File: config.mk
export PLATFORM = sky130hd
export DESIGN_NAME = uart_rx_fifo
export DESIGN_NICKNAME = d
export VERILOG_FILES = /design/src/rtl/uart_rx_fifo.sv
export SDC_FILE = /design/constraint.sdc
export NUM_CORES = 1
export LEC_CHECK = 0
export BUFFER_PORTS_ARGS = -buffer_cell sky130_fd_sc_hd__buf_2
export CAP_MARGIN = 5
export CORE_MARGIN = 10
export CORE_UTILIZATION = 50
export DETAILED_ROUTE_END_ITERATION = 8
export GPL_TIMING_DRIVEN = 1
export PLACE_DENSITY = 0.73
export SETUP_SLACK_MARGIN = 0.02
export SYNTH_ARGS = -nofsm -noshare
export SYNTH_HDL_FRONTEND = slang
export SYNTH_SLANG_ARGS = --single-unit
export TNS_END_PERCENT = 5
File: constraint.sdc
create_clock -name clk -period 2.69 [get_ports clk]
set_clock_uncertainty 0.05 [all_clocks]
set_input_delay 0.538 -clock clk [delete_from_list [all_inputs] [get_ports clk]]
set_output_delay 0.538 -clock clk [all_outputs]
set_load 0.05 [all_outputs]
File: src/rtl/uart_rx_fifo.sv
// Receive-side FWFT byte FIFO behind the UART receiver, with level, sticky overrun and idle timeout.
// Optional idle-timeout counter is built only when UART_RX_FIFO_TIMEOUT_EN is defined.
module uart_rx_fifo #(
  parameter int                     DEPTH_LOG2     = 4,
  parameter int                     TIMEOUT_W      = 16,
  parameter logic [TIMEOUT_W-1:0]   TIMEOUT_CYCLES = 16'd3472
) (
  input  logic                  clk,
  input  logic                  rst,
  input  logic                  in_valid,
  input  logic [7:0]            in_data,
  output logic                  m_valid,
  output logic [7:0]            m_data,
  input  logic                  m_ready,
  output logic [DEPTH_LOG2:0]   level,
  output logic                  overrun,
  input  logic                  clr_overrun,
  output logic                  timeout
);

  localparam int                  DEPTH      = 1 << DEPTH_LOG2;
  localparam logic [DEPTH_LOG2:0] FULL_LEVEL = (DEPTH_LOG2+1)'(DEPTH);
  localparam logic [DEPTH_LOG2:0] LVL_ONE    = (DEPTH_LOG2+1)'(1);
  localparam logic [DEPTH_LOG2-1:0] PTR_ONE  = DEPTH_LOG2'(1);

  logic [7:0]            mem_q [DEPTH];
  logic [7:0]            mem_d [DEPTH];
  logic [DEPTH_LOG2-1:0] wr_ptr_q, wr_ptr_d;
  logic [DEPTH_LOG2-1:0] rd_ptr_q, rd_ptr_d;
  logic [DEPTH_LOG2:0]   level_q, level_d;
  logic                  overrun_q, overrun_d;

  logic full;
  logic empty;
  logic pop;
  logic push_ok;
  logic drop;

  always_comb begin
    full    = (level_q == FULL_LEVEL);
    empty   = (level_q == '0);
    pop     = !empty && m_ready;
    // A full FIFO can still take a byte when the head leaves on the same edge.
    push_ok = in_valid && (!full || pop);
    drop    = in_valid && full && !pop;
  end

  always_comb begin
    mem_d    = mem_q;
    wr_ptr_d = wr_ptr_q;
    rd_ptr_d = rd_ptr_q;
    level_d  = level_q;
    if (push_ok) begin
      mem_d[wr_ptr_q] = in_data;
      wr_ptr_d        = wr_ptr_q + PTR_ONE;
    end
    if (pop) begin
      rd_ptr_d = rd_ptr_q + PTR_ONE;
    end
    case ({push_ok, pop})
      2'b10:   level_d = level_q + LVL_ONE;
      2'b01:   level_d = level_q - LVL_ONE;
      default: level_d = level_q;
    endcase
  end

  // A drop in the same cycle as a clear must leave the flag set.
  always_comb begin
    overrun_d = overrun_q;
    if (drop) begin
      overrun_d = 1'b1;
    end else if (clr_overrun) begin
      overrun_d = 1'b0;
    end
  end

  always_ff @(posedge clk) begin
    if (rst) begin
      wr_ptr_q  <= '0;
      rd_ptr_q  <= '0;
      level_q   <= '0;
      overrun_q <= 1'b0;
    end else begin
      wr_ptr_q  <= wr_ptr_d;
      rd_ptr_q  <= rd_ptr_d;
      level_q   <= level_d;
      overrun_q <= overrun_d;
    end
  end

  always_ff @(posedge clk) begin
    mem_q <= mem_d;
  end

  always_comb begin
    m_valid = !empty;
    m_data  = empty ? 8'h00 : mem_q[rd_ptr_q];
    level   = level_q;
    overrun = overrun_q;
  end

`ifdef UART_RX_FIFO_TIMEOUT_EN
  logic [TIMEOUT_W-1:0] idle_q, idle_d;

  // Any receiver strobe or consumer pop counts as activity and restarts the idle count.
  always_comb begin
    idle_d = idle_q;
    if (in_valid || pop || empty) begin
      idle_d = '0;
    end else if (idle_q != TIMEOUT_CYCLES) begin
      idle_d = idle_q + TIMEOUT_W'(1);
    end
  end

  always_ff @(posedge clk) begin
    if (rst) begin
      idle_q <= '0;
    end else begin
      idle_q <= idle_d;
    end
  end

  assign timeout = (idle_q == TIMEOUT_CYCLES) && !empty;
`else
  logic unused_timeout_cfg;
  assign unused_timeout_cfg = ^TIMEOUT_CYCLES;
  assign timeout            = 1'b0;
`endif

endmodule

==> impl_metrics.csv <==
group,metric,value,unit
pwr,power_leakage,2.46,nW
drt,first_pass_iters,4,
critical_path,required,2.10,ns
critical_path,cp-start-kind,"register",
sta,finalSetupViolations,0,
placed_design,hpwl,7610,um
drt,detail_route.iter0.violations,275,
layout,area_delta_synth_final,23.9,%
sta,fin_crit,2.69,ns
floorplan,die_x,129,um
placed_design,placed_area,6420,um^2
yosys,synth_commonest_cells,"128 x edfxtp_1, 32 x mux4_2, 21 x nor2_1",
floorplan,fp.coreArea,11500,um^2
sta,finalMaxSlewViolations,0,
critical_path,critPathCaptureType,"primary output",
yosys,syn_nets,356,
floorplan,die_area,16600,um^2
placed_design,gp_congestion,0.816,
pwr,power.density,1020,nW/um^2
clock_tree,cts_buffers,17,
yosys,yosysUniqueCellTypes,42,
run,maxCapViolCount,0,
critical_path,path_class,"reg -> out",
drt,via_per_inst,5.71,
clock_tree,cts_sinks,142,
sta,period_share,0.999,
sta,worstMarginPinSlew,0.941,ns
clock_tree,worstSkewPairLatency,0.42,ns
yosys,synth_edf_count,128,
critical_path,cp.arrival,2.10,ns
drt,ant_nets,0,
clock_tree,clk_path_buf_depth,2,
clock_tree,root_buffer,"clkbuf_16",
status,status,"completed",
clock_tree,cts_tree,"yes",
sta,max_freq,372,MHz
drt,routed_wl,12100,um
layout,final_nets,421,
yosys,async_flop_share,0,
yosys,syn_inst,334,
layout,stdcell_area,7330,um^2
clock_tree,cts.clk_slew.worst_paths,0.06,ns
drt,routed-via-count,3175,
global_routing,first_global_vias,3363,
floorplan,die_h,129,um
sta,slew_headroom,0.368,
global_routing,grt_use_total,0.157,
clock_tree,htree_num_levels,4,
yosys,netlist_area,5910,um^2
global_routing,grt_overflow,0,
drt,drc,0,
placed_design,dpl_worst_slack,-0.187,ns
global_routing,antenna_found_initial,1,
pwr,total_power,7.45,mW
floorplan,start_util,0.514,
floorplan,io_pins,29,
floorplan,std_cell_rows,39,
layout,final_layout_size_suffix_gt1_frac,0.415,
placed_design,io_buffers,27,
yosys,seq_area_frac_synth,0.697,
sta,tns,0,ns
sta,fin_ws,0.00391,ns
sta,rsz0062_at_grt,"true",
pwr,vdd_drop_max,0.651,mV
sta,hold_violations,0,
yosys,ys_ff_latch,142,
yosys,synth_warnings,0,
min_path,hp-class,"in -> reg",
yosys,syn_area_per_cell,17.7,um^2
clock_tree,cts_hold_buf,0,
yosys,synth_ff_type,"edfxtp_1",
yosys,synth_most_common_cell,"edfxtp_1",
yosys,synth_area_leaders,"edfxtp_1 65%, mux4_2 12%, dfxtp_1 4.7%",
drt,routedWlPerCell,21.8,um
yosys,synth_top_area_share,0.650,
global_routing,grt_pass1_wl,19400,um
yosys,synth_top_area_cell,"edfxtp_1",
global_routing,grt_max_degree,19,
critical_path,cp_max_fo,6,
-- layout make-up --
type / count / area (um^2)
flip-flops and latches: 142 / 4140
well taps: 143 / 179
repair buffers: 68 / 624
fillers: 798 / 4190
inverters: 8 / 35.0
diodes: 1 / 2.50
clock inverters: 14 / 133
clock buffers: 18 / 429
multi-input cells: 162 / 1790
-- metal layers --
metal,part of all wire,global-route usage,vias up
met5,0,0,-
met4,0.018,0.0589,0
met3,0.050,0.0460,22
met2,0.52,0.263,90
met1,0.41,0.190,1608
li1,-,-,1455
-- flip-flops by register name (all words and copies together), names as in the netlist --
| signal | cells |
|---|---|
| mem_q | 128 |
| level | 5 |
| rd_ptr_q | 4 |
| wr_ptr_q | 4 |
| overrun | 1 |
-- power breakdown --
part	internal (mW)	total, mW	switching [mW]	leakage, nW
Combinational	1.16	2.62	1.47	0.915
Sequential	2.52	2.61	0.0915	1.27
Clock	1.29	2.21	0.923	0.275
-- layout by cell type, fill, tap and decap left out, types with 5 or more instances in the layout --
cell type	netlist	layout
edfxtp_1	128	128
mux4_2	32	32
buf_4	4	31
nor2_1	21	21
buf_2	10	19
clkbuf_16	0	17
a211oi_2	0	15
nand2_1	9	9
nor3_1	9	9
mux2i_1	10	9
buf_6	1	9
dfxtp_1	14	8
nor2b_1	9	7
ha_1	9	7
inv_1	7	6
buf_12	0	6
nand2b_1	5	5
inv_6	0	5
-- stage by stage --
step | hold slack (ns) | instances | util
3_3_place_gp | 0.454 | 514 | 0.558
6_report | 0.367 | 556 | 0.636
2_1_floorplan | 0.432 | 334 | -
3_5_place_dp | 0.459 | 514 | 0.558
4_1_cts | 0.356 | 554 | 0.632
5_1_grt | 0.380 | 555 | 0.636
-- worst max-delay path, stage by stage (launching register included) --
cell      delay (ns)
dfxtp_4         0.40
buf_12          0.15
buf_12          0.11
mux4_2          0.50
a211oi_2        0.28
a211oi_2        0.07
buf_6           0.16
-- timing repair --
action	CTS	global route
pin swaps	19	9
gates resized for setup	42	10
buffers inserted	6	1
gates cloned	2	0
setup endpoints to repair	10	10
-- final timing paths --
check                                  from          end  slack, ns  cells past startpoint
worst max register to register     level[2]     level[4]       0.04                     10
worst min register to register  wr_ptr_q[1]  wr_ptr_q[1]       0.48                      2
worst min-delay path            clr_overrun      overrun       0.37                      4
worst max-delay path            rd_ptr_q[1]    m_data[5]      0.004                      6
-- logic make-up after synthesis --
family | Yosys count | synth area share
AOI/OAI and AO/OA | 34 | 0.0474
muxes | 42 | 0.139
DFF | 142 | 0.697
buffers and inverters | 30 | 0.0258
adders and majority gates | 9 | 0.0190
other | 1 | 0.000634
xor gates and xnor gates | 7 | 0.0104
and+or+nand+nor | 69 | 0.0607
Power figures use the tool's default switching activity.
